==> src/rtl/ddr_rd_return.sv <==
// DDR3-to-DDR4 read return re-timer: captures BL8 read data at DDR3 latency, replays it at DDR4 latency.
// Optional RD_RETURN_STATS_EN macro enables the saturating completed-read counter on rd_count.
module ddr_rd_return #(
  parameter int DDR3_CL    = 9,
  parameter int DDR4_CL    = 12,
  parameter int FIFO_DEPTH = 16
) (
  input  logic        ddr4_ck_t,
  input  logic        ddr4_reset_n,
  input  logic        ddr4_cs_n,
  input  logic        ddr4_act_n,
  input  logic [16:0] ddr4_adr,
  input  logic [15:0] ddr3_rdata,
  output logic [15:0] ddr4_rdata,
  output logic        ddr4_rvalid,
  output logic        err_ovf,
  output logic        err_udf,
  output logic        err_coll,
  output logic [15:0] rd_count
);

  localparam int AW = $clog2(FIFO_DEPTH);
  localparam int LW = DDR4_CL + 3;

  logic [LW-1:0] line_q, line_d;
  logic [2:0]    gap_q, gap_d;
  logic [AW:0]   wr_ptr_q, wr_ptr_d, rd_ptr_q, rd_ptr_d;
  logic [15:0]   mem_q [FIFO_DEPTH];
  logic [15:0]   rdata_q, rdata_d;
  logic          rvalid_q, rvalid_d;
  logic          ovf_q, ovf_d, udf_q, udf_d, coll_q, coll_d;
  logic          rd_cmd, accept, push, pop, empty, full, do_write, do_read;
  logic          unused_adr;

  assign unused_adr = ^ddr4_adr[13:0];

  always_comb begin
    rd_cmd   = !ddr4_cs_n && ddr4_act_n && (ddr4_adr[16:14] == 3'b101);
    // gap_q counts edges since the last accepted READ, saturating at 4
    accept   = rd_cmd && (gap_q == 3'd4);
    gap_d    = gap_q;
    if (accept)             gap_d = 3'd1;
    else if (gap_q != 3'd4) gap_d = gap_q + 3'd1;
    line_d   = {line_q[LW-2:0], accept};

    // line_q[k] marks a READ accepted k+1 edges ago; each tap spans the 4 beats of a burst
    push     = |line_q[DDR3_CL+2 -: 4];
    pop      = |line_q[DDR4_CL+2 -: 4];
    empty    = (wr_ptr_q == rd_ptr_q);
    full     = (wr_ptr_q[AW] != rd_ptr_q[AW]) && (wr_ptr_q[AW-1:0] == rd_ptr_q[AW-1:0]);
    do_write = push && !(empty && pop) && (!full || pop);
    do_read  = pop && !empty;

    wr_ptr_d = wr_ptr_q;
    rd_ptr_d = rd_ptr_q;
    if (do_write) wr_ptr_d = wr_ptr_q + 1'b1;
    if (do_read)  rd_ptr_d = rd_ptr_q + 1'b1;

    rvalid_d = pop;
    rdata_d  = 16'h0000;
    if (pop) begin
      if (!empty)    rdata_d = mem_q[rd_ptr_q[AW-1:0]];
      else if (push) rdata_d = ddr3_rdata;
    end

    ovf_d  = ovf_q  || (push && full && !pop);
    udf_d  = udf_q  || (pop && empty && !push);
    coll_d = coll_q || (rd_cmd && !accept);
  end

  always_ff @(posedge ddr4_ck_t or negedge ddr4_reset_n) begin
    if (!ddr4_reset_n) begin
      line_q   <= '0;
      gap_q    <= 3'd4;
      wr_ptr_q <= '0;
      rd_ptr_q <= '0;
      rdata_q  <= 16'h0000;
      rvalid_q <= 1'b0;
      ovf_q    <= 1'b0;
      udf_q    <= 1'b0;
      coll_q   <= 1'b0;
    end else begin
      line_q   <= line_d;
      gap_q    <= gap_d;
      wr_ptr_q <= wr_ptr_d;
      rd_ptr_q <= rd_ptr_d;
      rdata_q  <= rdata_d;
      rvalid_q <= rvalid_d;
      ovf_q    <= ovf_d;
      udf_q    <= udf_d;
      coll_q   <= coll_d;
    end
  end

  always_ff @(posedge ddr4_ck_t) begin
    if (do_write) mem_q[wr_ptr_q[AW-1:0]] <= ddr3_rdata;
  end

`ifdef RD_RETURN_STATS_EN
  logic [15:0] cnt_q, cnt_d;

  always_comb begin
    cnt_d = cnt_q;
    if (line_q[LW-1] && (cnt_q != 16'hFFFF)) cnt_d = cnt_q + 16'd1;
  end

  always_ff @(posedge ddr4_ck_t or negedge ddr4_reset_n) begin
    if (!ddr4_reset_n) cnt_q <= 16'h0000;
    else               cnt_q <= cnt_d;
  end

  assign rd_count = cnt_q;
`else
  assign rd_count = 16'h0000;
`endif

  assign ddr4_rdata  = rdata_q;
  assign ddr4_rvalid = rvalid_q;
  assign err_ovf     = ovf_q;
  assign err_udf     = udf_q;
  assign err_coll    = coll_q;

endmodule

==> config.mk <==
export PLATFORM = sky130hd
export DESIGN_NAME = ddr_rd_return
export DESIGN_NICKNAME = d
export VERILOG_FILES = /design/src/rtl/ddr_rd_return.sv
export SDC_FILE = /design/constraint.sdc
export NUM_CORES = 1
export LEC_CHECK = 0
export CAP_MARGIN = 40
export CORE_UTILIZATION = 59
export DETAILED_ROUTE_END_ITERATION = 10
export HOLD_SLACK_MARGIN = 0.15
export MAX_ROUTING_LAYER = met4
export PLACE_DENSITY = 0.91
export SETUP_SLACK_MARGIN = 0.4
export SYNTH_ARGS = -nofsm -noshare
export SYNTH_HDL_FRONTEND = slang
export SYNTH_SLANG_ARGS = --single-unit
==> constraint.sdc <==
create_clock -name ddr4_ck_t -period 4 [get_ports ddr4_ck_t]
set_clock_uncertainty 0.05 [all_clocks]
set_input_delay 0.8 -clock ddr4_ck_t [delete_from_list [all_inputs] [get_ports ddr4_ck_t]]
set_output_delay 0.8 -clock ddr4_ck_t [all_outputs]
set_load 0.02 [all_outputs]
* After elaboration in Yosys (flattened, before gate mapping)
Memory sizes are Yosys's and may differ from the RTL's. Index checks and enable logic that the tools add are counted.
Word-level totals: logic and storage cells 52, flip-flop bits (word level) 48, bits in writable memories 256, input bits 37, output and inout bits 36, memories 1
Operators by class: reductions and logical operators 26, muxes and demuxes 7, eq/ne operators 6, $add $sub $neg 3
Memory list:
- mem_q | words 16, width 16, rd ports 1, clocked after memory_dff 0, write ports 1, RTL line 28 | logic [15:0] mem_q [FIFO_DEPTH];
Operators with widths (number):
- 16-bit 2-to-1 mux | 3
- 1-bit logical AND | 12
- 5-bit by 1-bit adder with 5-bit output (second input constant) | 2
- 4-bit OR reduction | 2
- 1-bit logical NOT | 7
- 3-bit equality test (second input constant) | 2
- 3-bit 2-to-1 mux | 2
- 5-bit equality test | 1
- 4-bit equality test | 1
- 1-bit logical OR | 4
- 3-bit by 1-bit adder with 3-bit output (second input constant) | 1
- 3-bit != test (second input constant) | 1
- 1-bit 2-to-1 mux | 2
- 2-bit nonzero test | 1
- 1-bit != test | 1

* Logic depth before layout (Yosys ltp)
Gate-level depths: netlist of the first run.
depth in word-level cells 7, gate-level depth with buffers 7, depth with buffers taken out 5

* Worst setup path after synthesis of the first run
No wires, ideal clock.
path kind flip-flop to flip-flop, from register line_q[11], to memory mem_q[15][0] (enable), buffers on the path 0, period minus slack after synthesis 3.022 ns, cell stages (with the launch flop) 5, setup time 0.419 ns, required time 3.531 ns, arrival 2.554 ns, setup slack 0.978 ns, cells stage by stage dfrtp_1 nor4_4 inv_2 xnor2_2 a211oi_1
On the way: cells in the longest elaborated chain, start to end 7, elaborated cells between the ends (all ways) 9, those cells by class 2 x mux; 7 x reduce/logical
RTL lines:
- from (decl) | RTL line 25 | logic [LW-1:0] line_q, line_d;
- from (signal assigned) | RTL line 83 | line_q <= line_d;
- 4-bit OR reduction * | RTL line 48 | pop = |line_q[DDR4_CL+2 -: 4];
- named net pop | RTL line 32 | logic rd_cmd, accept, push, pop, empty, full, do_write, do_read;
- 1-bit logical AND | RTL line 51 | do_write = push && !(empty && pop) && (!full || pop);
- 1-bit logical NOT | RTL line 51
- 1-bit logical AND | RTL line 51
- 1-bit logical AND * | RTL line 51
- 1-bit 2-to-1 mux * | RTL line 96 | if (do_write) mem_q[wr_ptr_q[AW-1:0]] <= ddr3_rdata;
- 1-bit 2-to-1 mux (not written as such) * | RTL line 96
- to (decl) | RTL line 28
Mark *: on every way through the listed nets, which the timed path passes. The rest lies on a longest branch.

* Worst setup path in the final report of the first run
from register line_q[11], to memory mem_q[6][7] (enable)
Same word-level chain as after synthesis.

==> key figures, run 1 <==
GRT
  • Vias in the first global route: a little under 6,000
  • GRT Overall Usage: 24.48%
  • Initial antenna violation count: 0
  • First-pass GRT wire length: 34,940 um
  • Largest net degree at the start of global routing: 68
  • Global route overflow: 0

Drt
  • DR WL/cell: about 25 um
  • Drt pass-1 iters: 5
  • ANT nets after route: 0
  • WL met1: 8627 um
  • Vias after detailed routing: 5,741
  • Highest routed layer: met4
  • DRT iter0 DRCs: 668
  • DRC: 0
  • Via-per-instance ratio: roughly 6.3
  • Routed wire length: between 20,000 and 25,000 um
  • Routed wl met2: 11,540 um
  • Met3 WL: 2152 um

Setup path
  • Top delay family on crit path: simple AND/OR/NAND/NOR gates
  • Reg2reg setup slack: 920 ps
  • Origin of the worst setup path: line_q[11]$_DFF_PN0_
  • Number of cells on the worst reg-to-reg path: 5
  • R2r startpoint: line_q[11]$_DFF_PN0_
  • CP required: 4110 ps
  • Slowest-stage cell, CP: and3_1
  • CP endpoint: mem_q[6][7]$_DFFE_PP_
  • RR Endpoint: mem_q[6][7]$_DFFE_PP_
  • Crit path launch type: register
  • Crit path largest cell delay: about 900 ps
  • Worst setup EP type: register
  • Worst-path cell chain: nor4_4, inv_2, xnor2_2, a21oi_2, and3_1
  • Number of buffers and inverters on the critical path: 1
  • CP Depth: 5
  • Kind of critical path: register to register
  • Data arrival time of the worst path: about 3200 ps
  • Worst Path Max Fanout: 16

Clock tree
  • Num CTS Buffers: 29
  • Reg clk slew, reported paths: 70 ps
  • Setup bufs post-CTS: 0
  • # H-tree levels: 1
  • CTS tree: built
  • CTS root buf: clkbuf_16
  • Clk sink count: 304
  • CTS Hold Buffers Added: 0
  • Post_cts resized: 0
  • Worst skew pair latency: 540 ps
  • Max Root-Sink Buffers: 3

Placed design
  • Placer Congestion: 0.8146
  • Count of buffers from port buffering: 42
  • Post-Place Cells: 852
  • Placed Area: 12,390 um^2
  • DP HPWL: roughly 13,000 um

STA
  • Fmax: between 300 and 400 MHz
  • Post-layout minimum cycle time: 3076 ps
  • Final hold vios: 0
  • Part of the cycle the worst path needs: 76.91%
  • Least-Margin Pin Slew: 951.2 ps
  • Worst slew margin: 36.59%
  • Setup tns final: 0 ps
  • RSZ-0062 raised after global routing: no
  • Fin. max-slew vios: 0
  • Final setup violation count: 0

Power and ir drop
  • P per Cell Area: 538.9 nW/um^2
  • Worst vdd ir: 0.0003322 V
  • Leakage: 4.570 nW

Floorplan
  • Die Wd: 143.1 um
  • Row cnt: 51
  • Die area: just over 20,000 um^2
  • Placeable Area: 19,460 um^2
  • Ports: 73
  • Initial Util: around three fifths
  • Die Y: 143.1 um

Run status
  • Run status: finished clean

Finish
  • Non-filler cells, final: 908
  • Fraction of layout cells with a size suffix above 1: 21.31%
  • Final design utilization: 68.53%
  • Nets@finish: 665
  • Layout area overhead: 13.53%
  • Final instance area: roughly 13,000 um^2
  • Antenna fix cells: 0

Yosys
  • Synth Area per Inst: 20.83 um^2
  • Register area share after synthesis: approximately 76%
  • Main synth FF type: edfxtp_1
  • Synthesis-stage register bit count: 304
  • Synth unique cells: 43
  • Number of flops mapped to enable cells by yosys: 256
  • Post-Syn Instances: 564
  • Synthesized area: approximately 12,000 um^2
  • YS warnings: 0
  • FFs w/ async S/R, synth: 15.79%

Hold path
  • Class of the worst hold path: primary input to async pin

Run
  • Maxcap violations: 0
## Yosys cell counts, types with 3 or more instances
cell type	n	area share, %
a211oi_1	5	0.32
a22o_1	16	1.2
a22oi_1	32	2.0
and2_1	5	0.27
and3_1	13	0.69
buf_1	5	0.16
buf_2	9	0.38
buf_4	20	1.3
buf_6	4	0.38
clkbuf_1	6	0.19
clkbuf_2	3	0.13
dfrtp_1	47	10
edfxtp_1	256	65
ha_1	7	0.75
inv_1	7	0.22
mux4_2	64	12
nand2_1	20	0.64
nor2_1	3	0.096
nor2b_1	4	0.21
xor2_1	11	0.82
## sequential cells by signal, summed over array words and instances (netlist names)
register	cells
ddr4_rvalid	1
mem_q	256
wr_ptr_q	5
err_coll	1
rd_ptr_q	5
err_ovf	1
err_udf	1
gap_q	3
ddr4_rdata	16
line_q	15
## power breakdown
group | internal (mW) | switching (mW)
Combinational | 0.461 | 0.559
Clock | 1.50 | 1.10
Sequential | 3.51 | 0.0660
## layout by cell type (no fill, tap or decap), types with 13 or more instances in the layout
master,Yosys,routed
clkbuf_16,0,29
mux4_2,64,64
a22o_1,16,16
and3_1,13,13
nand2_1,20,20
dfrtp_1,47,45
a22oi_1,32,32
edfxtp_1,256,256
conb_1,1,16
clkdlybuf4s50_1,0,41
## layout make-up
cell class | count | area (um^2)
Sequential cell | 304 | 8895
Fill cell | 1110 | 6125
Multi-Input combinational cell | 220 | 2601
Clock buffer | 38 | 779.5
Timing Repair Buffer | 58 | 574.3
Tap cell | 265 | 331.6
Clock inverter | 15 | 126.4
Inverter | 8 | 30.03
## stage by stage
step / power (mW) / worst slack, ps / hold slack (ps)
after floorplan: 4.371 / 977.5 / 281.2
after global placement: 4.562 / 1110 / 295.2
after detailed placement: 4.644 / 937.7 / 285.5
after CTS: 7.225 / 929.1 / 191.9
after global routing: 7.423 / 721.6 / 214.7
final: 7.188 / 923.7 / 188.5
## how the worst min path moves through the flow
stage	from	end	slack, ps	depth (start not counted)
after detailed placement	line_q[2]$_DFF_PN0_	line_q[3]$_DFF_PN0_	290	0
after CTS	ddr4_reset_n	wr_ptr_q[1]$_DFFE_PN0P_	190	1
final	ddr4_reset_n	rd_ptr_q[0]$_DFFE_PN0P_	190	1
after global placement	line_q[6]$_DFF_PN0_	line_q[7]$_DFF_PN0_	300	0
after floorplan	line_q[0]$_DFF_PN0_	line_q[1]$_DFF_PN0_	280	0
after global routing	ddr4_reset_n	wr_ptr_q[1]$_DFFE_PN0P_	210	1
## per-layer routing
layer  GRT usage [%]  vias up
met5               -        -
met4           8.263        0
met3           3.689       45
met2           39.10      363
met1           32.72     2960
li1                -     2373
## logic make-up (layout without fill, tap and decap cells)
kind of cell	after synthesis	in the layout	synth area share (%)
AO/OA/AOI/OAI	61	61	4.164
adder cells (fa/ha/maj)	7	7	0.7454
other	1	16	0.03192
buffers and inverters	55	119	2.779
XOR/XNOR	14	14	1.267
AND/OR/NAND/NOR	54	54	2.705
multiplexers	68	68	12.64
flip-flops	304	304	75.67
Note: power is estimated with default switching activity, not from simulation.
==> run 2, diff against run 1 <==
- clock period: 4 -> 3.2 ns (I/O delays scaled with it)
==> run 2 against run 1 <==
Design area grew 1.3%. Sequential power up 25%. Worst setup slack worse by 410 ps. Clock-buffer cell count shrank 2. Sequential share of layout area is 0.85 points lower. Critical path type unchanged. Largest cell class unchanged.
==> key figures, run 2 (synthesized netlist as in run 1, its figures left out) <==
Drt
  • Drt pass-1 iters: 7
  • DRC: 0
  • DRT iter0 DRCs: 812
  • Via-per-instance ratio: 6.482
  • DR WL/cell: 27.69 um
  • ANT nets after route: 0
  • Vias after detailed routing: about 6,000
  • Routed wire length: approximately 26,000 um

Finish
  • Nets@finish: 687
  • Fraction of layout cells with a size suffix above 1: 24.47%
  • Leading cell type in the layout, fill and taps excluded: edfxtp_1
  • Non-filler cells, final: between 900 and 1,000
  • Antenna fix cells: 0
  • Layout area overhead: 15.00%
  • Max FFs per register: 256
  • Most frequent cells in the layout: edfxtp_1, mux4_2, dfrtp_1
  • Fillers: around 1,100

Floorplan
  • Initial Util: 60.37%
  • Row cnt: 51
  • Die area: 20,480 um^2
  • Placeable Area: approximately 20,000 um^2
  • Ports: 73
  • Die Wd: 143.1 um
  • Die Y: around 140 um

STA
  • Setup tns final: 0 ps
  • Least-Margin Pin Slew: roughly 900 ps
  • Part of the cycle the worst path needs: around 84%
  • Final hold vios: 0
  • Fin. max-slew vios: 0
  • Post-layout minimum cycle time: between 2000 and 3000 ps
  • Final setup margin: 513.1 ps
  • Final setup violation count: 0
  • Worst slew margin: 39.80%
  • Fmax: 372.2 MHz
  • RSZ-0062 raised after global routing: no

GRT
  • GRT Overall Usage: ~27%
  • Vias in the first global route: 6,228
  • Largest net degree at the start of global routing: 68
  • Initial antenna violation count: 0
  • Global route overflow: 0
  • First-pass GRT wire length: 38,230 um

Setup path
  • CP required: 3410 ps
  • Worst setup EP type: register
  • Slowest-stage cell, CP: and3_1
  • CP Depth: 6
  • Top delay family on crit path: simple AND/OR/NAND/NOR gates
  • Crit path largest cell delay: 500 ps
  • Number of buffers and inverters on the critical path: 2
  • Kind of critical path: register to register
  • Worst Path Max Fanout: 14
  • Data arrival time of the worst path: 2900 ps
  • Crit path launch type: register
  • Reg2reg setup slack: 510 ps
  • Worst-path cell chain: nor4_4, inv_2, xnor2_2, a21oi_4, and3_1, buf_12
  • Number of cells on the worst reg-to-reg path: 6

Hold path
  • Class of the worst hold path: register to register
  • Hold Path Cell Cnt: 0

Placed design
  • Post-Place Cells: 876
  • Count of buffers from port buffering: 42
  • Placer Congestion: 0.7807
  • DP HPWL: between 10,000 and 15,000 um
  • Pre-CTS WS: 448.5 ps

Clock tree
  • # H-tree levels: 1
  • Num CTS Buffers: 29
  • Max Root-Sink Buffers: 3
  • Clk sink count: 304
  • Worst skew pair latency: 550 ps
  • CTS tree: built
  • CTS root buf: clkbuf_16
  • Setup bufs post-CTS: 0
  • Reg clk slew, reported paths: about 70 ps

Power and ir drop
  • Leakage: 4.676 nW
  • P per Cell Area: 658.8 nW/um^2
  • Worst vdd ir: 0.0004078 V
  • Power Total: 8.901 mW

Run
  • Maxcap violations: 0

Run status
  • Run status: finished clean
-- run 2: cell types whose count changed in the layout (fill, tap and decap cells not counted), sizes merged --
cell / previous run / this run
dlygate4sd3: 0 / 1
buf: 17 / 38
clkinvlp: 2 / 3
clkinv: 10 / 13
clkbuf: 38 / 36
bufinv: 2 / 1
-- run 2: final timing paths --
kind | from | to
max in group asynchronous | ddr4_reset_n | gap_q[2]$_DFFE_PN1P_
worst max-delay path | line_q[11]$_DFF_PN0_ | mem_q[12][14]$_DFFE_PP_
worst max register to register | line_q[11]$_DFF_PN0_ | mem_q[12][14]$_DFFE_PP_
worst min-delay path | line_q[2]$_DFF_PN0_ | line_q[3]$_DFF_PN0_
min in group asynchronous | ddr4_reset_n | ddr4_rdata[5]$_DFF_PN0_
worst min register to register | line_q[2]$_DFF_PN0_ | line_q[3]$_DFF_PN0_
-- run 2: where the power goes --
part           leakage [nW]  switching (mW)  internal, mW
Sequential             2.95          0.0761          4.38
Clock                 0.422            1.42          1.75
Combinational          1.30           0.686         0.583
-- run 2: timing repair --
item / CTS / global route
resized for setup: 1 / 4
cloned: 0 / 0
hold buffers: 1 / 0
endpoints found under the setup margin: 29 / 171
hold endpoints to repair: 24 / 0
-- run 2: worst reg2reg max path: stages (launching register included) --
cell	delay, ps
dfrtp_1	440
nor4_4	460
inv_2	140
xnor2_2	230
a21oi_4	370
and3_1	510
buf_12	210
-- run 2: area by class of cell --
cell class	instances	area (um^2)	area share, %
Clock inverter	18	122.6	0.9076
Sequential cell	304	8895	65.84
Tap cell	265	331.6	2.454
Multi-Input combinational cell	220	2610	19.32
Timing Repair Buffer	80	769.5	5.695
Clock buffer	36	752.0	5.566
Inverter	8	30.03	0.2223
-- run 2: per-layer routing --
| layer | vias up | global-route usage, % | part of all wire, % |
|---|---|---|---|
| li1 | 2420 | - | - |
| met1 | 3085 | 35.52 | 36 |
| met2 | 457 | 43.59 | 51 |
| met3 | 73 | 4.527 | 10 |
| met4 | 0 | 11.38 | 3.3 |
| met5 | - | - | 0 |
-- run 2: metrics by stage --
stage	util (%)	area, um^2	hold slack, ps
2_1_floorplan	-	11810	281.2
4_1_cts	69.34	13500	298.1
3_5_place_dp	64.79	12610	285.5
6_report	69.42	13510	296.9
3_3_place_gp	64.63	12580	287.6
5_1_grt	69.42	13510	307.0
==> run 3, diff against run 2 <==
- clock period: 3.2 -> 2.8 ns (I/O delays scaled with it)
==> run 3 against run 2 <==
Worst setup slack worse by 95 ps. First-iteration DRC count increased by 1.7%. Via count is 1.9% higher. Register-to-register slack lost 95 ps. Wire length up 5.5%. Global-route usage is 1.3 points higher. Die area stayed put. Sequential power grew 15%. Clock power up 24%. Worst hold slack improved by 11 ps. Final cell count is 0.86% lower. Sequential share of layout area shrank 0.87 points. Critical endpoint is now rd_ptr_q[1]$_DFFE_PN0P_.
==> key figures, run 3 (synthesized netlist as in run 1, its figures left out) <==
Finish
  • Fraction of layout cells with a size suffix above 1: 25.38%
  • Final design utilization: a little over two thirds
  • Nets@finish: 681
  • Antenna fix cells: 0
  • Layout area overhead: 16.53%
  • Max FFs per register: between 200 and 300
  • Leading cell type in the layout, fill and taps excluded: edfxtp_1
  • Fillers: 1,052
  • Most frequent cells in the layout: edfxtp_1, mux4_2, dfrtp_1

Setup path
  • Crit path largest cell delay: 560 ps
  • Kind of critical path: register to register
  • Slowest-stage cell, CP: a21oi_2
  • Number of buffers and inverters on the critical path: 2
  • Worst Path Max Fanout: 10
  • CP required: 3160 ps
  • Top delay family on crit path: compound AO/OA/AOI/OAI gates
  • Data arrival time of the worst path: 2750 ps
  • Worst setup EP type: register
  • Worst-path cell chain: xor2_1, nor4_4, buf_4, a21oi_2, buf_8, mux2_2
  • Crit path launch type: register

Drt
  • Drt pass-1 iters: 5
  • ANT nets after route: 0
  • Via-per-instance ratio: around 6.7
  • DRC: 0
  • Vias after detailed routing: 6,147
  • DR WL/cell: 29.46 um
  • Routed wire length: between 20,000 and 30,000 um
  • DRT iter0 DRCs: 826

Floorplan
  • Placeable Area: around 20,000 um^2
  • Die area: 20,480 um^2
  • Row cnt: 51
  • Initial Util: about 60%
  • Die Y: around 140 um
  • Ports: 73
  • Die Wd: 143.1 um

STA
  • Least-Margin Pin Slew: 721.3 ps
  • Worst slew margin: 51.91%
  • Part of the cycle the worst path needs: between 80% and 90%
  • Setup tns final: 0 ps
  • Post-layout minimum cycle time: between 2000 and 2500 ps
  • RSZ-0062 raised after global routing: yes
  • Final hold vios: 0
  • Fmax: roughly 420 MHz
  • Fin. max-slew vios: 0
  • Final setup violation count: 0

GRT
  • GRT Overall Usage: 28.69%
  • Global route overflow: 0
  • Vias in the first global route: 6,421
  • First-pass GRT wire length: between 40,000 and 50,000 um
  • Initial antenna violation count: 0
  • Largest net degree at the start of global routing: 68

Clock tree
  • Max Root-Sink Buffers: 3
  • Reg clk slew, reported paths: 60 ps
  • CTS root buf: clkbuf_16
  • Num CTS Buffers: 29
  • Worst skew pair latency: around 530 ps
  • # H-tree levels: 1
  • Clk sink count: 304
  • CTS tree: built

Run status
  • Run status: finished clean

Hold path
  • Class of the worst hold path: register to register

Run
  • Maxcap violations: 0

Placed design
  • DP HPWL: 13,250 um
  • Placer Congestion: 0.7829
  • Count of buffers from port buffering: 42

Power and ir drop
  • Leakage: 4.697 nW
  • P per Cell Area: 778.2 nW/um^2
  • Worst vdd ir: 0.0005105 V
run 3: cell types whose count changed in the layout (fill, tap and decap cells not counted), moves of 2 or more:
cell	before	now
buf_4	31	18
and3_4	0	9
bufinv_16	1	4
and3_1	11	4
and3_2	2	0
clkbuf_8	0	2
and2_1	4	2
clkinvlp_4	3	0
and2_4	0	3
clkbuf_1	7	3
buf_12	5	10
run 3: final timing paths:
path                                               from                 endpoint  slack [ps]  cells after the start
min in group asynchronous                  ddr4_reset_n  rd_ptr_q[3]$_DFFE_PN0P_         490                      2
worst min register to register      line_q[4]$_DFF_PN0_      line_q[5]$_DFF_PN0_         310                      0
worst max register to register  rd_ptr_q[0]$_DFFE_PN0P_  rd_ptr_q[1]$_DFFE_PN0P_         420                      6
worst min-delay path                line_q[4]$_DFF_PN0_      line_q[5]$_DFF_PN0_         310                      0
worst max-delay path            rd_ptr_q[0]$_DFFE_PN0P_  rd_ptr_q[1]$_DFFE_PN0P_         420                      6
max in group asynchronous                  ddr4_reset_n     gap_q[2]$_DFFE_PN1P_        1390                      3
run 3: cell type report:
cell class / count / area [um^2] / share of cell area [%]
Clock buffer: 34 / 764.5 / 5.584
Sequential cell: 304 / 8895 / 64.97
Timing Repair Buffer: 74 / 798.3 / 5.831
Inverter: 8 / 30.03 / 0.2193
Clock inverter: 18 / 185.2 / 1.353
Tap cell: 265 / 331.6 / 2.422
Multi-Input combinational cell: 220 / 2686 / 19.62
run 3: per-stage QoR:
step / total power [mW] / hold WS [ps] / setup WS, ps / area [um^2] / cells
after global routing: 10.93 / 317.0 / 373.3 / 13690 / 923
after CTS: 10.53 / 313.9 / 421.6 / 13620 / 919
after floorplan: 6.247 / 214.4 / 367.2 / 11830 / 579
after detailed placement: 6.622 / 284.7 / 173.4 / 12500 / 860
final: 10.65 / 308.4 / 417.6 / 13690 / 923
after global placement: 6.490 / 286.2 / 342.8 / 12460 / 858
run 3: where the power goes:
part | leakage (nW) | switching [mW] | internal [mW]
logic | 1.28 | 0.866 | 0.751
registers | 2.95 | 0.0967 | 5.01
clock network | 0.470 | 1.63 | 2.30
run 3: timing repair:
item | 4_1_cts | 5_1_grt
resized for setup | 15 | 4
hold buffers | 1 | 0
setup buffers | 6 | 4
pin swaps | 1 | 2
endpoints found under the setup margin | 256 | 221
hold endpoints to repair | 18 | 0
run 3: routing by layer:
layer / track usage [%] / vias up / share of wire (%)
li1: - / 2403 / -
met1: 37.28 / 3203 / 37
met2: 45.13 / 456 / 50
met3: 4.024 / 85 / 8.9
met4: 14.04 / 0 / 4.6
met5: - / - / 0
run 3: worst register-to-register path, cell delays in order, from the launching register on:
cell,delay (ps)
dfrtp_1,530
xor2_1,290
nor4_4,60
buf_4,160
a21oi_2,560
buf_8,250
mux2_2,350
